<file path="src/rtl/episode_prior.sv">
// Episode-history prior: keeps the last HIST_DEPTH episode winners and turns them
// into per-pair additive score biases that fade across gamma cycles.
module episode_prior #(
    parameter int unsigned HIST_DEPTH = 4,
    parameter int unsigned BIAS_W     = 4,
    parameter int unsigned BIAS_MAX   = 15
) (
    input  logic                          clk,
    input  logic                          rst_n,
    input  logic                          gamma_tick,
    input  logic                          theta_tick,
    input  logic [2:0]                    episode_winner,
    input  logic [3:0]                    episode_strength,
    input  logic                          ep_valid,
    input  logic                          ctx_clear,
    output logic [6*BIAS_W-1:0]           bias_vec,
    output logic [2:0]                    prior_pair,
    output logic                          prior_valid,
    output logic [$clog2(HIST_DEPTH):0]   hist_count
);

    localparam int unsigned NPAIR = 6;
    localparam int unsigned CNT_W = $clog2(HIST_DEPTH) + 1;
    localparam int unsigned SUM_W = 7;

    localparam logic [0:0] S_EMPTY  = 1'b0;
    localparam logic [0:0] S_PRIMED = 1'b1;

    logic [2:0]       win_q [HIST_DEPTH];
    logic [2:0]       win_d [HIST_DEPTH];
    logic [3:0]       str_q [HIST_DEPTH];
    logic [3:0]       str_d [HIST_DEPTH];
    logic [CNT_W-1:0] cnt_q, cnt_d;
    logic [2:0]       gcnt_q, gcnt_d;
    logic [0:0]       state_q, state_d;
    logic             theta_d1_q;
    logic             capture_c;

    logic [6*BIAS_W-1:0] bias_vec_q, bias_vec_d;
    logic [2:0]          prior_pair_q, prior_pair_d;
    logic                prior_valid_q, prior_valid_d;

    logic [SUM_W-1:0]  raw_c;
    logic [BIAS_W-1:0] sat_c;
    logic [BIAS_W-1:0] bias_c [NPAIR];
    logic [BIAS_W-1:0] best_c;
    logic [1:0]        shift_c;

    assign capture_c = theta_d1_q & ep_valid;

    // History, gamma counter and FSM next state; ctx_clear outranks capture.
    always_comb begin
        win_d   = win_q;
        str_d   = str_q;
        cnt_d   = cnt_q;
        gcnt_d  = gcnt_q;
        state_d = state_q;

        if (ctx_clear) begin
            for (int unsigned k = 0; k < HIST_DEPTH; k++) begin
                win_d[k] = 3'd0;
                str_d[k] = 4'd0;
            end
            cnt_d  = '0;
            gcnt_d = 3'd0;
        end else if (capture_c) begin
            for (int unsigned k = 1; k < HIST_DEPTH; k++) begin
                win_d[k] = win_q[k-1];
                str_d[k] = str_q[k-1];
            end
            win_d[0] = episode_winner;
            str_d[0] = episode_strength;
            if (cnt_q != CNT_W'(HIST_DEPTH)) begin
                cnt_d = cnt_q + CNT_W'(1);
            end
            gcnt_d = 3'd0;
        end else if (gamma_tick && (gcnt_q != 3'd7)) begin
            gcnt_d = gcnt_q + 3'd1;
        end

        case (state_q)
            S_EMPTY:  if (capture_c && !ctx_clear) state_d = S_PRIMED;
            S_PRIMED: if (ctx_clear)               state_d = S_EMPTY;
            default:                               state_d = S_EMPTY;
        endcase
    end

    // Bias per pair from the current history; gcnt>>1 never exceeds 3 for a 3-bit count.
    always_comb begin
        shift_c    = 2'(gcnt_q >> 1);
        raw_c      = '0;
        sat_c      = '0;
        bias_vec_d = '0;
        for (int unsigned p = 0; p < NPAIR; p++) begin
            raw_c = '0;
            for (int unsigned k = 0; k < HIST_DEPTH; k++) begin
                if ((CNT_W'(k) < cnt_q) && (win_q[k] == 3'(p))) begin
                    raw_c = raw_c + SUM_W'(str_q[k] >> k);
                end
            end
            sat_c     = (raw_c > SUM_W'(BIAS_MAX)) ? BIAS_W'(BIAS_MAX) : BIAS_W'(raw_c);
            bias_c[p] = (state_q == S_PRIMED) ? (sat_c >> shift_c) : '0;
            bias_vec_d[p*BIAS_W +: BIAS_W] = bias_c[p];
        end

        best_c       = bias_c[0];
        prior_pair_d = 3'd0;
        for (int unsigned p = 1; p < NPAIR; p++) begin
            if (bias_c[p] > best_c) begin
                best_c       = bias_c[p];
                prior_pair_d = 3'(p);
            end
        end
        prior_valid_d = (state_q == S_PRIMED);
    end

    always_ff @(posedge clk or negedge rst_n) begin
        if (!rst_n) begin
            for (int unsigned k = 0; k < HIST_DEPTH; k++) begin
                win_q[k] <= 3'd0;
                str_q[k] <= 4'd0;
            end
            cnt_q         <= '0;
            gcnt_q        <= 3'd0;
            state_q       <= S_EMPTY;
            theta_d1_q    <= 1'b0;
            bias_vec_q    <= '0;
            prior_pair_q  <= 3'd0;
            prior_valid_q <= 1'b0;
        end else begin
            win_q         <= win_d;
            str_q         <= str_d;
            cnt_q         <= cnt_d;
            gcnt_q        <= gcnt_d;
            state_q       <= state_d;
            theta_d1_q    <= theta_tick;
            bias_vec_q    <= bias_vec_d;
            prior_pair_q  <= prior_pair_d;
            prior_valid_q <= prior_valid_d;
        end
    end

    assign bias_vec    = bias_vec_q;
    assign prior_pair  = prior_pair_q;
    assign prior_valid = prior_valid_q;
    assign hist_count  = cnt_q;

endmodule

</file>
<file path="config.mk">
export PLATFORM = sky130hd
export DESIGN_NAME = episode_prior
export DESIGN_NICKNAME = d
export VERILOG_FILES = /design/src/rtl/episode_prior.sv
export SDC_FILE = /design/constraint.sdc
export NUM_CORES = 1
export LEC_CHECK = 0
export ABC_AREA = 1
export CORE_MARGIN = 1
export CORE_UTILIZATION = 61
export CTS_BUF_LIST = sky130_fd_sc_hd__clkbuf_8
export DETAILED_ROUTE_END_ITERATION = 8
export DONT_BUFFER_PORTS = 1
export PLACE_DENSITY_LB_ADDON = 0.2
export SETUP_SLACK_MARGIN = 0.05
export SLEW_MARGIN = 20
export SYNTH_ARGS = -nofsm -noshare
export SYNTH_HDL_FRONTEND = slang
export SYNTH_SLANG_ARGS = --single-unit
</file>
<file path="constraint.sdc">
create_clock -name clk -period 9.01 [get_ports clk]
set_clock_uncertainty 0.15 [all_clocks]
set_input_delay 1.3515 -clock clk [delete_from_list [all_inputs] [get_ports clk]]
set_output_delay 1.3515 -clock clk [all_outputs]
set_load 0.005 [all_outputs]
</file>
==> flow_summary.ini <==
[outcome]
status = complete, but fails checks
violations = setup timing

[floorplan]
core_area_mm2 = 0.00977
start_util = 0.629
die_h_um = 102
dieWidth_um = 102
fp-row-count = 36
ios = 44
die-area_mm2 = 0.0105

[detailed_routing]
wirelength_mm = 18.6
antenna_left = 0
dr.pass1.iters = 5
route.detailed.drc = 0
post_drt_wl_per_cell_um = 17.2
drtIter0Drc = 403
vias = 6455
viasPerCell = 5.98

[yosys]
yosys.area.top_type = dfrtp_1
synthFlopType = dfrtp_1
synth_area_leaders = dfrtp_1, ha_1, nand2_1
netlist.area_leader.share = 0.236
yosysMostFrequentCell = nand2_1
syn_inst = 874
synth_cell_types = 52
netlist_area_mm2 = 0.00615
syn_nets = 963
synth_common_cells = nand2_1, inv_1, nor2_1
synth-seq-area-share = 0.236
synth_area_per_cell_um2 = 7.03
synth_edf_count = 0
yosys_warnings = 0
synth-async-reset-ratio = 1.00
ys_ff_latch = 58

[cts]
cts_hold_buf = 0
cts_buffer_depth = 2
htree_levels = 3
path_clk_slew_ns = 0.08
cts_root_buf = clkbuf_8
cts_tree = done
cts_sinks = 58
insertion_delay_ns = 0.36
cts_buffers = 9

[power]
powerDensity_mw_per_mm2 = 233
vdd_drop_max_uv = 303
leakage_nw = 3.64

[setup_path]
crit_path_max_incr_delay_ns = 0.41
r2r_start = hist_count[1]
crit_path_top_delay_cell = fa_1
critPathBufInv = 17
path_max_fanout = 8
required_ns = 9.10
cp.arrival_ns = 9.29
path_common_cell = buf_4
setup.worst_path.end_class = flip-flop
cp-startpoint = hist_count[1]
critical_path_class = flip-flop to flip-flop
crit_family = simple AND/OR/NAND/NOR gates
start_kind = flip-flop

[global_route]
grt_usage = 0.325
grt_pass1_vias = 5816
grt_max_degree = 59
antenna_found_initial = 0
grt_pass1_wl_mm = 26.6
grt_overflow = 0

[timing]
slew_headroom = 0.328
setup_tns_ns = -0.417
timing.final.ws_setup_ns = -0.191
maxSlewViolCount = 0
hold_viol = 0
report.final.setup_viol = 3
min_period_ns = 9.20
rsz0062_at_grt = yes
clock.fmax_mhz = 109
hold_ws_ns = 0.296
tightest_slew_ns = 1.01
period_share = 1.02

[placement]
numPortBuffers = 0
gp_congestion = 0.914
dpl.hpwl_mm = 12.1

[final_layout]
utilization = 0.769
synthToLayoutAreaGrowth_pct = 22.2
nFillCells = 674
drive_gt1_frac = 0.272
diodes = 0
final_nets = 1031

[hold_path]
min_path_type = flip-flop to flip-flop
min_from = prior_valid_d

[run]
max_cap_violations = 0
[area by class of cell]
type,count,area (µm²),area share
Clock inverter,7,93.8,0.0125
Clock buffer,9,124,0.0165
Tap cell,133,166,0.0221
Multi-Input combinational cell,671,4640,0.618
Inverter,135,515,0.0686
Sequential cell,58,1450,0.193
Timing Repair Buffer,67,522,0.0694
[where the power goes]
group	internal, W	switching [W]
Combinational	0.000550	0.000637
Sequential	0.000279	0.0000121
Clock	0.000155	0.000120
Total	0.000984	0.000769
[logic make-up (layout without fill, tap and decap cells)]
logic type | after synthesis | after routing | synth area share
buf+inv | 145 | 218 | 0.0885
simple gates | 426 | 426 | 0.334
mux | 2 | 2 | 0.00326
flops | 58 | 58 | 0.236
fa+ha+maj | 76 | 76 | 0.169
compound gates | 148 | 148 | 0.142
xor+xnor | 19 | 19 | 0.0271
[cells in the final DEF (no fill, tap or decap), types with 29 or more instances in the layout]
cell,n
buf_4,62
nand2_2,31
inv_2,32
a21oi_1,29
nand3_1,56
ha_1,50
dfrtp_1,57
inv_1,96
nor2_1,78
nand2_1,163
o21ai_0,50
[registers in the layout (all words and copies together) (netlist names), 3 cells and up]
signal,flops
bias_vec,24
prior_pair,3
win_q,12
gcnt_q,3
hist_count,3
str_q,10
[metrics by stage]
step                      area [µm²]  cells  total power, W  worst slack (ns)
after floorplan                 6150    874        0.000702             0.281
after CTS                       6810   1051         0.00128            0.0582
after detailed placement        6330   1004        0.000814            -0.412
after global routing            7510   1080         0.00183            -0.490
after global placement          6330   1004        0.000787             0.116
final                           7510   1080         0.00175            -0.191
[repair_timing]
| action | CTS | global route |
|---|---|---|
| pin swaps | 10 | 57 |
| endpoints found under the setup margin | 3 | 3 |
| resized for setup | 15 | 116 |
| buffers inserted | 31 | 31 |
[layer usage]
layer | vias up | part of all wire | global-route usage
met3 | 90 | 0.073 | 0.0575
li1 | 3024 | - | -
met1 | 2975 | 0.39 | 0.378
met5 | - | 0 | 0
met2 | 366 | 0.49 | 0.580
met4 | 0 | 0.047 | 0.146
[worst register-to-register path, delay by kind of cell, from the launching register on]
| family | cells | cell delay (ns) |
|---|---|---|
| DFF | 1 | 0.40 |
| AOI/OAI and AO/OA | 9 | 1.23 |
| buffers and inverters | 17 | 1.71 |
| and+or+nand+nor | 29 | 3.23 |
| adders and majority gates | 8 | 2.34 |
[path summary, 6_finish.rpt]
kind | slack (ns) | cells past startpoint | to
max in group asynchronous | 8.07 | 0 | hist_count[0]
min | 0.30 | 0 | prior_valid
min reg2reg | 0.30 | 0 | prior_valid
max reg2reg | -0.19 | 63 | prior_pair[0]
max | -0.19 | 63 | prior_pair[0]
min in group asynchronous | 0.52 | 0 | bias_vec[1]
Note: power is estimated with default switching activity, not from simulation.
